## config.mk

```make
export PLATFORM = sky130hd
export DESIGN_NAME = cipher_feeder
export DESIGN_NICKNAME = d
export VERILOG_FILES = /design/src/rtl/cipher_pkg.sv /design/src/rtl/feeder_fifo.sv /design/src/rtl/cipher_feeder.sv
export SDC_FILE = /design/constraint.sdc
export NUM_CORES = 1
export LEC_CHECK = 0
export BUFFER_PORTS_ARGS = -buffer_cell sky130_fd_sc_hd__buf_2
export CAP_MARGIN = 20
export CORE_MARGIN = 4
export CORE_UTILIZATION = 45
export CTS_BUF_LIST = sky130_fd_sc_hd__clkbuf_2 sky130_fd_sc_hd__clkbuf_4 sky130_fd_sc_hd__clkbuf_8
export DETAILED_ROUTE_END_ITERATION = 10
export PLACE_DENSITY_LB_ADDON = 0.05
export RECOVER_POWER = 100
export SYNTH_ARGS = -nofsm -noshare
export SYNTH_HDL_FRONTEND = slang
export SYNTH_SLANG_ARGS = --single-unit
```

## constraint.sdc

```tcl
create_clock -name clock -period 3.25 [get_ports clock]
set_input_delay 0.4875 -clock clock [delete_from_list [all_inputs] [get_ports clock]]
set_output_delay 0.4875 -clock clock [all_outputs]
set_load 0.005 [all_outputs]
```

## src/rtl/cipher_pkg.sv

```systemverilog
// rtl/cipher_pkg.sv - shared constants, FIFO entry layout and feeder state type
package cipher_pkg;

  localparam logic [7:0] CHAR_A      = 8'h41;
  localparam logic [7:0] CHAR_Z      = 8'h5A;
  localparam logic [7:0] CHAR_LA     = 8'h61;
  localparam logic [7:0] CHAR_LZ     = 8'h7A;
  localparam logic [7:0] CASE_OFFSET = 8'h20;

  localparam int KEY_LEN_DEFAULT = 10;
  localparam int ENTRY_W         = 10;

  typedef enum logic [1:0] {
    ST_IDLE,
    ST_LOAD,
    ST_STREAM,
    ST_DONE
  } feeder_state_t;

  // data=0 marks an end-of-message marker carrying no character
  typedef struct packed {
    logic [7:0] ch;
    logic       last;
    logic       data;
  } fifo_entry_t;

endpackage

```

## src/rtl/feeder_fifo.sv

```systemverilog
// rtl/feeder_fifo.sv - DEPTH x WIDTH synchronous FIFO with full/empty flags
module feeder_fifo
  import cipher_pkg::*;
#(
  parameter int DEPTH = 8,
  parameter int WIDTH = ENTRY_W
) (
  input  logic             clock,
  input  logic             reset_n,
  input  logic             push,
  input  logic [WIDTH-1:0] push_data,
  input  logic             pop,
  output logic [WIDTH-1:0] head,
  output logic             full,
  output logic             empty
);

  localparam int AW = $clog2(DEPTH);

  logic [WIDTH-1:0] mem [DEPTH];
  logic [AW-1:0]    wr_ptr;
  logic [AW-1:0]    rd_ptr;
  logic [AW:0]      count;
  logic             do_push;
  logic             do_pop;

  assign full    = (count == (AW+1)'(DEPTH));
  assign empty   = (count == '0);
  assign do_push = push && !full;
  assign do_pop  = pop && !empty;
  assign head    = mem[rd_ptr];

  always_ff @(posedge clock) begin
    if (do_push) begin
      mem[wr_ptr] <= push_data;
    end
  end

  // DEPTH is a power of two, so the pointers wrap naturally
  always_ff @(posedge clock or negedge reset_n) begin
    if (!reset_n) begin
      wr_ptr <= '0;
      rd_ptr <= '0;
      count  <= '0;
    end else begin
      if (do_push) wr_ptr <= wr_ptr + AW'(1);
      if (do_pop)  rd_ptr <= rd_ptr + AW'(1);
      case ({do_push, do_pop})
        2'b10:   count <= count + (AW+1)'(1);
        2'b01:   count <= count - (AW+1)'(1);
        default: count <= count;
      endcase
    end
  end

endmodule

```

## src/rtl/cipher_feeder.sv

```systemverilog
// rtl/cipher_feeder.sv - filters ASCII into uppercase letters and feeds a Vigenere stage
// Optional CIPHER_FEEDER_CASE_FOLD_EN folds 'a'..'z' to uppercase instead of dropping them.
module cipher_feeder
  import cipher_pkg::*;
#(
  parameter int DEPTH   = 8,
  parameter int KEY_LEN = KEY_LEN_DEFAULT
) (
  input  logic       clock,
  input  logic       reset_n,
  input  logic [7:0] in_char,
  input  logic       in_valid,
  input  logic       in_last,
  output logic       in_ready,
  output logic [7:0] plain_char,
  output logic       plain_valid,
  input  logic       plain_ready,
  output logic       key_load,
  output logic [3:0] key_index,
  output logic       msg_done,
  output logic [7:0] err_count
);

  localparam logic [3:0] KEY_IDX_MAX = 4'(KEY_LEN - 1);

  feeder_state_t state;
  feeder_state_t state_next;
  fifo_entry_t   push_entry;
  fifo_entry_t   head;
  logic          fifo_full;
  logic          fifo_empty;
  logic          fifo_push;
  logic          fifo_pop;
  logic          accept;
  logic          char_ok;
  logic [7:0]    stored_char;

  always_comb begin
    char_ok     = (in_char >= CHAR_A) && (in_char <= CHAR_Z);
    stored_char = in_char;
`ifdef CIPHER_FEEDER_CASE_FOLD_EN
    if ((in_char >= CHAR_LA) && (in_char <= CHAR_LZ)) begin
      char_ok     = 1'b1;
      stored_char = in_char - CASE_OFFSET;
    end
`endif
  end

  assign in_ready  = reset_n && !fifo_full;
  assign accept    = in_valid && in_ready;
  // A dropped character still has to close its message if it carried last
  assign fifo_push = accept && (char_ok || in_last);
  assign push_entry = char_ok ? '{ch: stored_char, last: in_last, data: 1'b1}
                              : '{ch: 8'h00, last: 1'b1, data: 1'b0};

  feeder_fifo #(
    .DEPTH (DEPTH),
    .WIDTH (ENTRY_W)
  ) u_fifo (
    .clock     (clock),
    .reset_n   (reset_n),
    .push      (fifo_push),
    .push_data (push_entry),
    .pop       (fifo_pop),
    .head      (head),
    .full      (fifo_full),
    .empty     (fifo_empty)
  );

  always_ff @(posedge clock or negedge reset_n) begin
    if (!reset_n) begin
      err_count <= '0;
    end else if (accept && !char_ok && (err_count != 8'hFF)) begin
      err_count <= err_count + 8'd1;
    end
  end

  always_ff @(posedge clock or negedge reset_n) begin
    if (!reset_n) begin
      state <= ST_IDLE;
    end else begin
      state <= state_next;
    end
  end

  always_comb begin
    state_next  = state;
    key_load    = 1'b0;
    plain_valid = 1'b0;
    msg_done    = 1'b0;
    fifo_pop    = 1'b0;
    case (state)
      ST_IDLE: begin
        if (!fifo_empty) state_next = ST_LOAD;
      end
      ST_LOAD: begin
        key_load   = 1'b1;
        state_next = ST_STREAM;
      end
      ST_STREAM: begin
        if (!fifo_empty) begin
          if (head.data) begin
            plain_valid = 1'b1;
            fifo_pop    = plain_ready;
          end else begin
            fifo_pop = 1'b1;
          end
          if (fifo_pop && head.last) state_next = ST_DONE;
        end
      end
      ST_DONE: begin
        msg_done   = 1'b1;
        state_next = ST_IDLE;
      end
      default: state_next = ST_IDLE;
    endcase
  end

  assign plain_char = plain_valid ? head.ch : 8'h00;

  // Index is held at 0 outside STREAM so every message starts from key position 0
  always_ff @(posedge clock or negedge reset_n) begin
    if (!reset_n) begin
      key_index <= '0;
    end else if (state != ST_STREAM) begin
      key_index <= '0;
    end else if (fifo_pop && head.data) begin
      key_index <= (key_index == KEY_IDX_MAX) ? 4'd0 : key_index + 4'd1;
    end
  end

endmodule

```

==> metrics.yaml <==
max_clock_freq_mhz: 349
insertion_delay_ps: 370
dp.cells: 476
grt_pass1_vias: 2599
ys.flop_type: "edfxtp_1"
slew_violations: 0
critPathLaunchType: "flop"
rrSetupSlack_ps: 490
post-cts-setup-buffer-count: 0
path_class: "flop to primary output"
drtIter0Drc: 153
synth_edf_count: 80
drive_gt1_share_pct: 19.5
worstSetupEndpointType: "primary output"
antenna_found_initial: 0
wire_per_inst_um: 18.0
initial_core_util_pct: 46.4
setup_violations: 0
async_flop_share_pct: 23.1
core_area_um2: 9770
yosysTopAreaCellShare_pct: 53.0
synth_most_common_cell: "edfxtp_1"
worstPathCellList: "clkbuf_1 > mux4_2 > mux2i_1 > nor2_1 > clkbuf_2"
cts-resized-gates: 0
layout.nets: 380
nFillCells: 861
ctsHoldBuffers: 0
drc: 0
fin_total_pwr_mw: 3.81
cap_violations: 0
status: "finished clean"
worstReg2RegStart: "u_fifo.rd_ptr[2]"
netlist_instances: 282
die_w_um: 108
routed_wl_um: 8870
yosysSeqAreaShare_pct: 66.3
die_area_um2: 11700
cts_tree: "built"
cp-startpoint: "u_fifo.rd_ptr[0]"
gp_congestion: 0.737
hp-class: "input port to flop"
cts_buffers: 9
syn2layout_area_growth_pct: 13.2
irDropWorstVdd_uv: 373
cpMaxStageDelayCell: "clkbuf_1"
htreeDepth: 3
vias: 2561
finalSetupTns_ps: 0
clkTransAtPathRegs_ps: 110
rr_endpoint: "u_fifo.count[2]"
synthTopCellsByArea: "edfxtp_1 53%, dfrtp_1 13%, mux4_2 8.0%, ha_1 3.6%, mux2i_1 3.1%"
critical_path.endpoint: "plain_char[4]"
grt_pass1_wl_um: 14200
hold_depth: 3
multi_input_area_um2: 1500
grtUsageTotal_pct: 16.4
cts.sinks: 104
first_pass_iters: 4
min_period_ps: 2870
cts_buffer_depth: 2
period_share_pct: 88.3
cp_max_fo: 9
synth.distinct_cells: 51
grt_max_degree: 26
arrival_ps: 2380
whs_ps: 409
yosys-top-cells-count: "80 x edfxtp_1, 24 x dfrtp_1, 21 x nor2_1"
io_pins: 37
fin_worst_skew_ps: 13.1
seq_area_um2: 3000
pwr_density_cell_nw_per_um2: 743
hold_viol: 0
syn_area_um2: 4530
cp_slowest_stage_delay_ps: 580
grt_setup_unrepaired: "false"
reg2reg_depth: 12
tightest_slew_ps: 1350
final-instance-count-excl-fill: 492
avgSynthCellArea_um2: 16.1
cp_data_required_time_ps: 2760
cts-root-buf: "clkbuf_8"
power.leakage_nw: 1.91
vias_per_cell: 5.21
die_y_um: 108
synth-seq-cells: 104
grt_overflow: 0
port_buffers: 36
postRouteAntennaNets: 0
dp_hpwl_um: 6160
num_rows: 36
slew_headroom_pct: 9.87
antenna_cells: 0
ys_warn_count: 0
yosysTopAreaCell: "edfxtp_1"
## layer usage
metal,GRT usage (%),share of wire (%)
met3,2.87,3.7
met1,23.2,48
met5,0,0
met2,26.2,47
met4,5.14,0.90
## registers in the layout, summed over array words and instances (netlist names)
| register | flops |
|---|---|
| err_count | 8 |
| key_index | 4 |
| state | 2 |
| u_fifo.rd_ptr | 3 |
| u_fifo.wr_ptr | 3 |
| u_fifo.count | 4 |
| u_fifo.mem | 80 |
## cell type report
type / count / share of cell area (%)
Sequential cell: 104 / 58.5
Multi-Input combinational cell: 178 / 29.3
Timing Repair Buffer: 54 / 4.85
Tap cell: 133 / 3.24
Clock buffer: 9 / 2.41
Clock inverter: 7 / 1.15
Inverter: 7 / 0.512
## power breakdown
group          internal [mW]  switching (mW)
clock                  0.294           0.477
combinational          0.618           0.648
sequential              1.59           0.184
## worst max-delay path: cells and delay by family (launching register included)
kind          cells  cell delay, ps
flops             1             500
mux               2             740
simple gates      1              50
buf+inv           2             720
## cell usage in the layout (no fill, tap or decap), types with 7 or more instances in the layout
cell type	n
clkbuf_1	24
xor2_1	12
clkbuf_8	9
inv_1	7
nor2_1	21
nand2_1	11
mux2i_1	14
conb_1	16
mux4_2	16
ha_1	13
buf_2	22
edfxtp_1	80
dfrtp_1	24
nor3_1	7
## metrics by stage
step	setup WS, ps	util [%]	cell area (µm²)
final	382	52.5	5130
after detailed placement	283	51.5	5030
after global placement	308	51.4	5020
after global routing	164	52.5	5130
after CTS	480	53.3	5210
after floorplan	447	-	4590
## worst min path at each step
stage,start,to,slack [ps]
2_1_floorplan,reset_n,err_count[0],190
3_3_place_gp,u_fifo.count[3],u_fifo.count[3],470
3_5_place_dp,u_fifo.count[3],u_fifo.count[3],480
4_1_cts,reset_n,u_fifo.count[3],110
5_1_grt,plain_ready,key_index[2],400
6_report,plain_ready,key_index[2],410
## cells by family after synthesis
family | after synthesis | share of synthesized area (%)
xor gates and xnor gates | 17 | 3.29
DFF | 104 | 66.3
muxes | 37 | 12.8
buffers and inverters | 15 | 1.57
adders and majority gates | 13 | 3.59
AOI/OAI and AO/OA | 22 | 3.87
and+or+nand+nor | 73 | 8.53
other | 1 | 0.0828
No activity file was read; power rests on OpenSTA's default activity.
